==> src/rtl/cpu_pkg.sv <==
// Shared CPU front-end types: default widths, fetch FSM states, FIFO entry layout.
// RESET_PC is shared with the pc block so both ends agree on the first fetch.
package cpu_pkg;

  localparam int CPU_ADDR_W = 32;
  localparam int CPU_DATA_W = 32;

  localparam logic [CPU_ADDR_W-1:0] RESET_PC = '0;

  typedef enum logic [1:0] {
    IDLE,
    WAIT,
    DROP
  } fetch_state_t;

  typedef struct packed {
    logic [CPU_ADDR_W-1:0] pc;
    logic [CPU_DATA_W-1:0] inst;
    logic                  misalign;
  } fetch_entry_t;

endpackage

==> src/rtl/fetch_fifo.sv <==
// Generic synchronous FIFO with flush; head is read straight from registered storage.
// Latency: a push is visible at the head the cycle after it is written.
// Backpressure: push accepted when not full, or when full with a same-cycle pop; flush wins over both.
module fetch_fifo #(
  parameter  int WIDTH = 65,
  parameter  int DEPTH = 2,
  localparam int PTR_W = $clog2(DEPTH),
  localparam int CNT_W = PTR_W + 1
) (
  input  logic             clk,
  input  logic             rst,
  input  logic             push,
  input  logic [WIDTH-1:0] push_dat,
  input  logic             pop,
  input  logic             flush,
  output logic [WIDTH-1:0] head_dat,
  output logic             full,
  output logic             empty,
  output logic [CNT_W-1:0] count
);

  logic [WIDTH-1:0] mem [DEPTH];
  logic [PTR_W-1:0] wr_ptr;
  logic [PTR_W-1:0] rd_ptr;
  logic             do_push;
  logic             do_pop;

  assign full     = (count == CNT_W'(DEPTH));
  assign empty    = (count == '0);
  assign do_push  = push && (!full || pop) && !flush;
  assign do_pop   = pop && !empty && !flush;
  assign head_dat = mem[rd_ptr];

  always_ff @(posedge clk) begin
    if (rst) begin
      wr_ptr <= '0;
      rd_ptr <= '0;
      count  <= '0;
    end else if (flush) begin
      wr_ptr <= '0;
      rd_ptr <= '0;
      count  <= '0;
    end else begin
      if (do_push) wr_ptr <= wr_ptr + 1'b1;
      if (do_pop)  rd_ptr <= rd_ptr + 1'b1;
      case ({do_push, do_pop})
        2'b10:   count <= count + 1'b1;
        2'b01:   count <= count - 1'b1;
        default: count <= count;
      endcase
    end
  end

  // Storage needs no reset: empty/count gate every use of the head.
  always_ff @(posedge clk) begin
    if (do_push) mem[wr_ptr] <= push_dat;
  end

endmodule

==> src/rtl/inst_fetch.sv <==
// Fetch unit: pc -> imem req/ack -> fetch FIFO -> decode; FETCH_PERF_EN adds stall/flush counters.
// Latency: issue N, ack N+1 at earliest, instruction valid to decode at N+2.
// Backpressure: pcStall_o holds the pc block unless a request issues; decode stalls via instReady_i.
module inst_fetch
  import cpu_pkg::*;
#(
  parameter int ADDR_W = CPU_ADDR_W,
  parameter int DATA_W = CPU_DATA_W,
  parameter int DEPTH  = 2
) (
  input  logic              clk,
  input  logic              rst,
  input  logic [ADDR_W-1:0] pc_i,
  output logic              pcStall_o,
  input  logic              branchEnable_i,
  output logic              memReq_o,
  output logic [ADDR_W-1:0] memAddr_o,
  input  logic              memAck_i,
  input  logic [DATA_W-1:0] memData_i,
  output logic              instValid_o,
  input  logic              instReady_i,
  output logic [DATA_W-1:0] inst_o,
  output logic [ADDR_W-1:0] instPc_o,
  output logic              instMisalign_o
`ifdef FETCH_PERF_EN
  ,
  output logic [31:0]       stallCycles_o,
  output logic [31:0]       flushCount_o
`endif
);

  localparam int CNT_W   = $clog2(DEPTH) + 1;
  localparam int ENTRY_W = ADDR_W + DATA_W + 1;

  fetch_state_t       state_q;
  fetch_state_t       state_d;
  logic [ADDR_W-1:0]  pc_q;
  logic [ADDR_W-1:0]  held_addr;
  logic               issue;
  logic               push;
  logic               pop;
  logic               outstanding;
  logic               free_slot;
  logic               fifo_full;
  logic               fifo_empty;
  logic [CNT_W-1:0]   fifo_count;
  logic [ENTRY_W-1:0] push_dat;
  logic [ENTRY_W-1:0] head_dat;

  assign outstanding = (state_q != IDLE);
  assign free_slot   = !fifo_full && ((fifo_count + CNT_W'(outstanding)) < CNT_W'(DEPTH));
  assign held_addr   = {pc_q[ADDR_W-1:2], 2'b00};
  assign push_dat    = {pc_q, memData_i, |pc_q[1:0]};

  always_ff @(posedge clk) begin
    if (rst) begin
      state_q <= IDLE;
      pc_q    <= '0;
    end else begin
      state_q <= state_d;
      if (issue) pc_q <= pc_i;
    end
  end

  always_comb begin
    state_d   = state_q;
    issue     = 1'b0;
    push      = 1'b0;
    memReq_o  = 1'b0;
    memAddr_o = '0;
    case (state_q)
      IDLE: begin
        // Ack here belongs to an abandoned request and is ignored.
        if (free_slot && !branchEnable_i) begin
          issue     = 1'b1;
          memReq_o  = 1'b1;
          memAddr_o = {pc_i[ADDR_W-1:2], 2'b00};
          state_d   = WAIT;
        end
      end
      WAIT: begin
        memReq_o  = 1'b1;
        memAddr_o = held_addr;
        if (memAck_i) begin
          push    = !branchEnable_i;
          state_d = IDLE;
        end else if (branchEnable_i) begin
          state_d = DROP;
        end
      end
      DROP: begin
        memReq_o  = 1'b1;
        memAddr_o = held_addr;
        if (memAck_i) state_d = IDLE;
      end
      default: state_d = IDLE;
    endcase
    if (rst) begin
      issue     = 1'b0;
      push      = 1'b0;
      memReq_o  = 1'b0;
      memAddr_o = '0;
    end
    pcStall_o = !rst && !issue;
  end

  fetch_fifo #(
    .WIDTH (ENTRY_W),
    .DEPTH (DEPTH)
  ) u_fifo (
    .clk      (clk),
    .rst      (rst),
    .push     (push),
    .push_dat (push_dat),
    .pop      (pop),
    .flush    (branchEnable_i),
    .head_dat (head_dat),
    .full     (fifo_full),
    .empty    (fifo_empty),
    .count    (fifo_count)
  );

  assign instValid_o    = !fifo_empty && !rst;
  assign pop            = instValid_o && instReady_i;
  assign instPc_o       = instValid_o ? head_dat[ENTRY_W-1:DATA_W+1] : '0;
  assign inst_o         = instValid_o ? head_dat[DATA_W:1] : '0;
  assign instMisalign_o = instValid_o && head_dat[0];

`ifdef FETCH_PERF_EN
  always_ff @(posedge clk) begin
    if (rst) begin
      stallCycles_o <= '0;
      flushCount_o  <= '0;
    end else begin
      if (pcStall_o && (stallCycles_o != 32'hFFFF_FFFF))
        stallCycles_o <= stallCycles_o + 32'd1;
      if (branchEnable_i && (flushCount_o != 32'hFFFF_FFFF))
        flushCount_o <= flushCount_o + 32'd1;
    end
  end
`endif

endmodule

==> config.mk <==
export PLATFORM = sky130hd
export DESIGN_NAME = inst_fetch
export DESIGN_NICKNAME = d
export VERILOG_FILES = /design/src/rtl/cpu_pkg.sv /design/src/rtl/fetch_fifo.sv /design/src/rtl/inst_fetch.sv
export SDC_FILE = /design/constraint.sdc
export NUM_CORES = 1
export LEC_CHECK = 0
export BUFFER_PORTS_ARGS = -buffer_cell sky130_fd_sc_hd__buf_4
export CORE_UTILIZATION = 40
export CTS_CLUSTER_DIAMETER = 50
export DETAILED_ROUTE_END_ITERATION = 16
export GPL_TIMING_DRIVEN = 0
export SLEW_MARGIN = 20
export SYNTH_ARGS = -nofsm -noshare
export SYNTH_HDL_FRONTEND = slang
export SYNTH_SLANG_ARGS = --single-unit
==> constraint.sdc <==
create_clock -name clk -period 3.5 [get_ports clk]
set_clock_uncertainty 0.2 [all_clocks]
set_input_delay 0.35 -clock clk [delete_from_list [all_inputs] [get_ports clk]]
set_output_delay 0.35 -clock clk [all_outputs]
set_load 0.005 [all_outputs]
==> results of run 1 <==
## power groups by stage
stage          logic (mW)  clock network [mW]  registers [mW]
2_1_floorplan       0.145                   0            2.27
3_3_place_gp        0.283                   0            2.27
3_5_place_dp        0.293                   0            2.28
4_1_cts             0.336                2.07            2.23
5_1_grt             0.366                2.15            2.24
6_report            0.334                2.04            2.23
## metrics by stage
stage                      util  cell area, um^2  hold slack [ns]  std cells
after floorplan               -             6820            0.239        544
after global placement    0.501             8340            0.254        929
after detailed placement  0.504             8390            0.264        931
after CTS                 0.571             9510        0.0000250       1009
after global routing      0.571             9510           0.0109       1009
final                     0.571             9510           0.0145       1009
## cells by family after synthesis
| logic type | Yosys count | share of synthesized area |
|---|---|---|
| buffers and inverters | 43 | 0.0345 |
| flip-flops | 169 | 0.687 |
| multiplexers | 67 | 0.0983 |
| AO/OA/AOI/OAI | 76 | 0.0607 |
| other | 1 | 0.000550 |
| adder cells (fa/ha/maj) | 5 | 0.00917 |
| AND/OR/NAND/NOR | 180 | 0.107 |
| XOR/XNOR | 2 | 0.00257 |
## worst max-delay path by stage
stage               startpoint           endpoint  slack, ns  cells after the start
floorplan           state_q[1]   u_fifo.mem[1][0]       0.43                      4
global placement           rst  u_fifo.mem[0][28]      -0.82                      4
detailed placement         rst  u_fifo.mem[1][53]       0.86                      5
CTS                 state_q[1]      memAddr_o[24]       0.66                      7
global route        state_q[1]       memAddr_o[6]       0.56                      7
finish              state_q[1]       memAddr_o[9]       0.68                      7
## synth_stat cells (2+ instances only)
cell type / n
dfxtp_1: 39
buf_1: 2
nor2_1: 70
edfxtp_1: 130
inv_1: 7
buf_2: 11
buf_6: 5
or3_1: 4
nor3_1: 3
clkbuf_1: 12
nand2_1: 93
a21oi_1: 63
mux2i_1: 67
a21boi_0: 3
ha_1: 5
o21ai_0: 2
nand2_2: 3
or2_2: 2
buf_4: 6
## state kept, by name (all words and copies together) (netlist names), named ones only
name / cells
pc_q: 32
state_q: 2
u_fifo.count: 2
u_fifo.mem: 130
u_fifo.rd_ptr: 1
u_fifo.wr_ptr: 1
## area by class of cell
type / count / area [um^2]
buffer: 36 / 209
multi-input combinational: 332 / 1910
fill: 1396 / 7140
tap: 220 / 275
sequential: 169 / 4680
clock buffer: 20 / 457
timing repair buffer: 213 / 1750
clock inverter: 12 / 195
inverter: 7 / 26.3
## critical path, delay by kind of cell, from the launching register on
kind / cells / cell delay [ns]
adders and majority gates: 1 / 0.27
AOI/OAI and AO/OA: 1 / 0.18
DFF: 1 / 0.36
buffers and inverters: 3 / 0.51
and+or+nand+nor: 2 / 0.54
## cells in the final DEF (no fill, tap or decap), drive strengths merged
| cell | count |
|---|---|
| nor2 | 70 |
| bufinv | 5 |
| and3 | 1 |
| or2 | 2 |
| clkinv | 6 |
| nand2 | 96 |
| a21o | 1 |
| o311a | 1 |
| and3b | 1 |
| a211oi | 1 |
| a21boi | 3 |
| buf | 191 |
| edfxtp | 130 |
| o21ai | 2 |
| or3b | 1 |
| a31oi | 1 |
| o211ai | 1 |
| xor2 | 1 |
| clkbuf | 32 |
| dlygate4sd3 | 46 |
| mux2i | 67 |
| xnor2 | 1 |
| nor3b | 1 |
| conb | 2 |
| inv | 8 |
| or3 | 4 |
| ha | 5 |
| o21bai | 2 |
| nor3 | 3 |
| a2111oi | 1 |
| dfxtp | 39 |
| a21oi | 63 |
| nor2b | 1 |
## layer usage
layer | vias to the layer above | track usage
li1 | 2378 | -
met1 | 2358 | 0.227
met2 | 126 | 0.306
met3 | 14 | 0.0352
met4 | 0 | 0.0587
met5 | - | 0
==> metrics.txt, run 1 <==
outcome=complete, no violations; DIE AREA=17,600 um^2; cells along the critical path=inv_1 -> ha_1 -> nor3b_4 -> buf_4 -> nand2_1 -> a21oi_1 -> buf_4; pre-CTS setup slack=0.855 ns; Slew Viols, Final=0; Rel. slew slack=0.621; async set-reset flop share out of synthesis=0; HP Start=pc_i[8]; CP Data Required Time=2.95 ns; Crit-path slowest cell=nor3b_4; RSZ-0062 raised after global routing=false; Core Region=16,600 um^2; Sequential Power Share=0.485; worst hold stages=3; first-pass GRT wire length=24,300 um; top sig layer=met4; share of the yosys chip area belonging to registers=0.687; Arrival @ worst endpoint=2.27 ns; Clk network pwr share=0.443; Post-synth EDFFs=130; PwrDens=484 nW/um^2; M1 wire length=6960 um; chip width=133 um; post-synthesis cell type count=35; cell mode on critical path=buf_4; routed length per instance=15.4 um; register bit total from synthesis=169; Clock Root Buffer=clkbuf_16; CP startpoint kind=flip-flop; setup TNS=0 ns; total gr overflow=0; clock buffer depth=2; min Tclk post-route=2.82 ns; Worst IR Drop VDD=0.000328 V; Post-Synthesis Cell Area=6820 um^2; # IOs=169; dpl hpwl=10,400 um; Starting Density=0.410; routed length on met2=7710 um; Worst path max stage delay=0.45 ns; Design Power=4.61 mW; post-synth top area cell=edfxtp_1; CTS Hold Bufs=46; maximum number of pins on one net before global-route repair=45; top cell type's share of synthesized area=0.572; post-CTS sizing=0; Fin. Hold Viols=0; vias per cell=4.83; Port Buffer Count=165; type of the worst min-delay path=in2reg; CP endpoint kind=primary output; capturing point of the worst reg2reg path=u_fifo.mem[1][19]; Total GRT Usage=0.179; Detailed Routing Iterations Pass 1=4; Synth Area per Inst=12.6 um^2; DR DRC count=0; Routed WL=15,500 um; Worst Hold End=pc_q[8]; vias in the first global route=4,693; Synth Flop Type=edfxtp_1; total number of vias=4,876; Setup Viol. Count Final=0; Comb power frac=0.073; worst-path fanout max=10; R2R Path Start=state_q[1]; synth warn=0; cell count of the worst reg-to-reg path=5; LEAKAGE=3.57 nW; Area contributors post-synth=edfxtp_1 57%, dfxtp_1 11%, mux2i_1 9.8%, nand2_1 5.1%, a21oi_1 4.6%; First DRT Iteration DRCs=271; post-layout net count=850; DIE HEIGHT=133 um; Clock Sinks=169; Tcrit/Tclk final=0.805; # Post-CTS Setup Buffers=0; CTS tree=yes; total CTS buffers=17; CTS HTree Levels=4; # rows=47; critical path type=reg2out; max cap viols=0; metal3 WL=674 um; antenna violations before repair=0; GPL Wtd Cong=0.754; share of cells above drive strength 1=0.289; Clk pin slew, worst setup/hold paths=0.06 ns; ANT nets after route=0; Switching Power=0.926 mW; Max Fclk=355 MHz; Least-Margin Pin Slew=0.569 ns; Internal=3.68 mW; post-synthesis cell count=543; Antenna Cells=0; switching part of the total=0.201; Worst-Skew Late Latency=0.41 ns; setup ws final=0.681 ns; reg-to-reg slack, setup=1.14 ns; Layout area overhead=39.4%
Power figures use the tool's default switching activity.
==> run 2: changes to the inputs <==
Settings changed: ABC_AREA set to 1.
Clock period 3.5 ns to 2.65 ns, I/O delays scaled along.
==> run 2 against run 1 <==
  * Global-route usage is 0.63 points lower
  * Flip-flop and latch count stayed put
  * Register-to-register slack worse by 0.88 ns
  * Design area is 6.6% higher
  * Via count is 4.0% higher
  * Clock-buffer cell count is 4 higher
  * Utilization is 0.84 points higher
  * First-iteration DRC count is 39% lower
  * Die area is 5.7% higher
  * Synthesized area is 5.8% higher
  * Critical path depth is 1 lower
==> metrics.txt, run 2 <==
vias in the first global route=5,053 (+7.7%); # Post-CTS Setup Buffers=0 (unchanged); maximum number of pins on one net before global-route repair=26 (-42%); total CTS buffers=17 (unchanged); vias per cell=4.55 (-5.9%); Max Fclk=401 MHz; type of the worst min-delay path=in2reg; max FFs per register=130 (unchanged); total number of vias=5,073 (+4.0%); PwrDens=632 nW/um^2 (+30%); Top Registers=u_fifo.mem (130), pc_q (32); worst-path fanout max=10 (unchanged); CTS tree=yes; post-synthesis cell count=621 (+14%); DR DRC count=0 (unchanged); largest register by flop count=u_fifo.mem; Setup Viol. Count Final=0 (unchanged); Detailed Routing Iterations Pass 1=4 (unchanged); switching part of the total=0.248 (+0.0470); # IOs=169 (unchanged); Clk network pwr share=0.361 (-0.082); Port Buffer Count=166 (+0.61%); CTS HTree Levels=4 (unchanged); Least-Margin Pin Slew=0.635 ns (+0.0665 ns); ANT nets after route=0 (unchanged); share of cells above drive strength 1=0.336 (+0.0466); Synth top cells by count=169 x nand2_1, 130 x edfxtp_1, 71 x inv_1; RSZ-0062 raised after global routing=false; setup TNS=0 ns (unchanged); min Tclk post-route=2.49 ns; total gr overflow=0 (unchanged); Worst-Skew Late Latency=0.42 ns (about the same); commonest non-fill, non-tap cell in the layout=buf_4; post-synth top area cell=edfxtp_1; CP endpoint kind=primary output; Slew Viols, Final=0 (unchanged); fill cell count=1,468 (+5.2%); Rel. slew slack=0.575 (-0.0453); Clock Sinks=169 (unchanged); first-pass GRT wire length=24,400 um (+0.51%); Clock Root Buffer=clkbuf_16; Tcrit/Tclk final=0.940; share of the yosys chip area belonging to registers=0.649 (-0.0377); Fin. Hold Viols=0 (unchanged); async set-reset flop share out of synthesis=0 (unchanged); Synth Flop Type=edfxtp_1; top cell type's share of synthesized area=0.541 (-0.0315); Core Region=17,500 um^2 (+5.0%); Clk pin slew, worst setup/hold paths=0.06 ns (about the same); chip width=136 um (+2.8%); CP Data Required Time=2.18 ns (-0.77 ns); LEAKAGE=4.43 nW (+24%); max cap viols=0 (unchanged); Total GRT Usage=0.172 (-0.00634); Antenna Cells=0 (unchanged); synth warn=0 (unchanged); Worst IR Drop VDD=0.000448 V (+37%); Synth Area per Inst=11.6 um^2 (-7.5%); clock buffer depth=2 (unchanged); Routed WL=15,300 um (-1.3%); CP startpoint kind=flip-flop; # rows=48 (+2.1%); DIE AREA=18,600 um^2 (+5.7%); Sequential Power Share=0.489 (+0.004); Internal=4.81 mW (+31%); critical path type=reg2out; Switching Power=1.59 mW (+72%); register bit total from synthesis=169 (unchanged); Design Power=6.40 mW (+39%); count leader, synth=nand2_1; Starting Density=0.413 (+0.00313); outcome=complete, no violations; fin util=0.580 (+0.00845); most frequent cells in the layout=174 x buf_4, 169 x nand2_1, 130 x edfxtp_1; Post-synth EDFFs=130 (unchanged); routed length per instance=13.7 um (-11%); Post-Synthesis Cell Area=7220 um^2 (+5.8%); post-synthesis cell type count=26 (-26%); First DRT Iteration DRCs=166 (-39%); Arrival @ worst endpoint=2.03 ns (-0.24 ns); antenna violations before repair=0 (unchanged); Layout area overhead=40.4%; DIE HEIGHT=136 um (+2.8%); post-layout net count=952 (+12%); Comb power frac=0.150 (+0.077); dpl hpwl=10,600 um (+1.9%); GPL Wtd Cong=0.844 (+12%); Area contributors post-synth=edfxtp_1 54%, dfxtp_1 11%, nand2_1 8.8%, mux2_2 6.6%, inv_1 3.7%
## run 2: metrics by stage
stage | instances | setup WS, ns | instance area [um^2] | hold slack (ns)
finish | 1116 | 0.159 | 10100 | 0.0287
global route | 1116 | 0.0417 | 10100 | 0.0298
CTS | 1116 | 0.0490 | 10100 | 0.0210
detailed placement | 1019 | 0.226 | 8910 | 0.246
global placement | 1013 | -0.488 | 8760 | 0.240
floorplan | 622 | 0.181 | 7230 | 0.164
## run 2: timing repair
item                       CTS  global route
hold buffers                65             0
resized for setup            1             4
pin swaps                    0             0
setup endpoints to repair    3            20
gates cloned                 0             0
hold endpoints to repair    98             0
## run 2: cell families after synthesis
| group | after synthesis | share of synthesized area |
|---|---|---|
| AO/OA/AOI/OAI | 72 | 0.0499 |
| adder cells (fa/ha/maj) | 5 | 0.00867 |
| buffers and inverters | 114 | 0.0804 |
| flip-flops | 169 | 0.649 |
| multiplexers | 65 | 0.105 |
| other | 1 | 0.000520 |
| AND/OR/NAND/NOR | 195 | 0.107 |
## run 2: critical path: stages, from the launching register on
cell      delay, ns
dfxtp_1        0.39
inv_1          0.10
ha_1           0.41
clkbuf_2       0.28
nand2_1        0.08
a21oi_1        0.21
buf_4          0.15
## run 2: layout make-up
cell class / instances / area (um^2) / area share
flip-flops and latches: 169 / 4680 / 0.462
repair buffers: 237 / 2050 / 0.202
multi-input cells: 339 / 1970 / 0.194
clock buffers: 24 / 504 / 0.0498
inverters: 82 / 308 / 0.0304
well taps: 225 / 282 / 0.0278
plain buffers: 32 / 277 / 0.0273
clock inverters: 8 / 61.3 / 0.00605
## run 2: power groups by stage
stage	Sequential [mW]	Combinational (mW)	Clock [mW]
floorplan	3.15	0.502	0
global route	3.14	1.06	2.47
global placement	3.17	0.840	0
CTS	3.13	0.960	2.37
detailed placement	3.18	0.876	0
finish	3.13	0.961	2.31
## run 2: worst paths after layout
check | from | to | slack [ns] | depth (start not counted)
worst min register to register | pc_q[1] | u_fifo.mem[1][34] | 0.27 | 0
worst min-delay path | rst | pc_q[1] | 0.03 | 4
worst max register to register | state_q[1] | u_fifo.mem[1][61] | 0.26 | 8
worst max-delay path | state_q[1] | memAddr_o[29] | 0.16 | 6
## run 2: metal layers
metal,vias up,share of wire,global-route usage
met4,0,0.014,0.0580
li1,2566,-,-
met3,22,0.053,0.0474
met5,-,0,0
met1,2328,0.44,0.214
met2,157,0.49,0.289
==> run 3: changes to the inputs <==
Settings changed: CELL_PAD_IN_SITES_DETAIL_PLACEMENT set to 0, CELL_PAD_IN_SITES_GLOBAL_PLACEMENT set to 1, PLACE_DENSITY_LB_ADDON set to 0.1.
==> run 3 against run 2 <==
  * Fmax increased by 1.7%
  * Utilization increased by 0.29 points
  * Highest routed layer unchanged
  * Sequential share of layout area decreased by 0.23 points
  * Worst hold slack improved by 0.061 ns
  * First-iteration DRC count increased by 16%
  * Via count increased by 0.67%
==> metrics.txt, run 3 (synthesized netlist as in run 2, its figures left out) <==
CP Data Required Time=2.18 ns (about the same); Clock Sinks=169 (unchanged); Core Region=17,500 um^2 (unchanged); maximum number of pins on one net before global-route repair=24 (-7.7%); outcome=complete, no violations; LEAKAGE=4.46 nW (+0.70%); DR DRC count=0 (unchanged); total gr overflow=0 (unchanged); HP Start=memAck_i; GPL Wtd Cong=0.807 (-4.3%); Max Fclk=408 MHz (+1.7%); total CTS buffers=17 (unchanged); type of the worst min-delay path=in2reg; Top Registers=u_fifo.mem (130), pc_q (32); reg-to-reg slack, setup=0.27 ns (about the same); post-layout net count=953 (+0.11%); # rows=48 (unchanged); Total GRT Usage=0.176 (+0.00409); chip width=136 um (unchanged); capturing point of the worst reg2reg path=u_fifo.mem[0][50]; M1 wire length=6770 um (+0.34%); Tcrit/Tclk final=0.925 (-0.0154); Slew Viols, Final=0 (unchanged); First DRT Iteration DRCs=193 (+16%); antenna violations before repair=0 (unchanged); clock buffer depth=2 (unchanged); CP startpoint kind=flip-flop; Routed WL=15,800 um (+3.5%); Worst-Skew Late Latency=0.41 ns (about the same); max FFs per register=130 (unchanged); largest register by flop count=u_fifo.mem; Design Power=6.60 mW (+3.1%); CTS HTree Levels=4 (unchanged); PwrDens=648 nW/um^2 (+2.6%); dpl hpwl=10,900 um (+2.2%); Rel. slew slack=0.614 (+0.0391); CP endpoint kind=primary output; Worst Hold End=state_q[1]; Clk pin slew, worst setup/hold paths=0.06 ns (about the same); worst hold stages=6 (+2); most frequent cells in the layout=174 x buf_4, 169 x nand2_1, 130 x edfxtp_1; fill cell count=1,483 (+1.0%); Antenna Cells=0 (unchanged); total number of vias=5,107 (+0.67%); R2R Path Start=state_q[1]; top sig layer=met4; DIE HEIGHT=136 um (unchanged); # IOs=169 (unchanged); Least-Margin Pin Slew=0.577 ns (-0.0585 ns); critical path type=reg2out; DIE AREA=18,600 um^2 (unchanged); CTS tree=yes; Worst IR Drop VDD=0.000449 V (+0.20%); min Tclk post-route=2.45 ns (-0.0407 ns); Layout area overhead=41.1%; first-pass GRT wire length=24,600 um (+0.76%); vias per cell=4.57 (+0.58%); cell count of the worst reg-to-reg path=8 (unchanged); Port Buffer Count=166 (unchanged); metal3 WL=658 um (-19%); Starting Density=0.413 (unchanged); worst-path fanout max=10 (unchanged); routed length on met2=8120 um (+7.7%); Setup Viol. Count Final=0 (unchanged); Clock Root Buffer=clkbuf_16; routed length per instance=14.2 um (+3.4%); share of cells above drive strength 1=0.335 (-0.000376); max cap viols=0 (unchanged); RSZ-0062 raised after global routing=false; Detailed Routing Iterations Pass 1=4 (unchanged); Fin. Hold Viols=0 (unchanged); ANT nets after route=0 (unchanged); commonest non-fill, non-tap cell in the layout=buf_4; Arrival @ worst endpoint=1.99 ns (-0.04 ns); fin util=0.583 (+0.00286); vias in the first global route=5,088 (+0.69%)
[run 3: worst max path at each step]
stage | depth (start not counted) | start | slack, ns | endpoint
2_1_floorplan | 6 | state_q[1] | 0.18 | u_fifo.mem[1][0]
6_report | 6 | state_q[1] | 0.20 | memAddr_o[28]
3_5_place_dp | 8 | state_q[1] | 0.25 | u_fifo.mem[0][53]
4_1_cts | 6 | state_q[1] | 0.005 | memAddr_o[2]
3_3_place_gp | 6 | state_q[1] | -0.55 | u_fifo.mem[1][49]
5_1_grt | 9 | rst | 0.07 | u_fifo.mem[0][50]
[run 3: routing by layer]
metal | up-vias | GRT usage
met5 | - | 0
met4 | 0 | 0.0741
met3 | 22 | 0.0373
met2 | 119 | 0.317
met1 | 2390 | 0.202
li1 | 2576 | -
[run 3: through the flow]
stage | TNS [ns] | hold WS, ns | area [um^2] | setup WS [ns] | std cells
finish | 0 | 0.0902 | 10200 | 0.200 | 1117
global route | 0 | 0.105 | 10200 | 0.0654 | 1117
CTS | 0 | 0.0679 | 10200 | 0.00545 | 1117
detailed placement | 0 | 0.244 | 8910 | 0.248 | 1019
global placement | -69.65 | 0.238 | 8760 | -0.546 | 1013
floorplan | 0 | 0.164 | 7230 | 0.181 | 622
[run 3: what timing repair did]
| action | in CTS | in global routing |
|---|---|---|
| endpoints found under the hold margin | 99 | 0 |
| buffers inserted | 0 | 0 |
| resized for setup | 1 | 4 |
| hold buffers | 66 | 0 |
| endpoints found under the setup margin | 1 | 20 |
[run 3: worst max-delay path, stage by stage, from the launching register on]
cell      delay, ns
dfxtp_1        0.38
inv_1          0.08
ha_1           0.37
clkbuf_2       0.27
nand2_1        0.09
a21oi_1        0.23
buf_4          0.15
[run 3: final cells by class]
type                       instances  area, um^2  share of cell area
tap                              225         282              0.0277
sequential                       169        4680               0.460
buffer                            32         277              0.0272
clock buffer                      25         485              0.0477
clock inverter                     7         120              0.0118
timing repair buffer             238        2060               0.202
inverter                          82         308              0.0302
multi-input combinational        339        1970               0.193
[run 3: power breakdown]
| part | total [mW] | internal (mW) | switching [mW] |
|---|---|---|---|
| clock | 2.50 | 1.56 | 0.939 |
| combinational | 0.980 | 0.449 | 0.531 |
| sequential | 3.12 | 3.03 | 0.0931 |
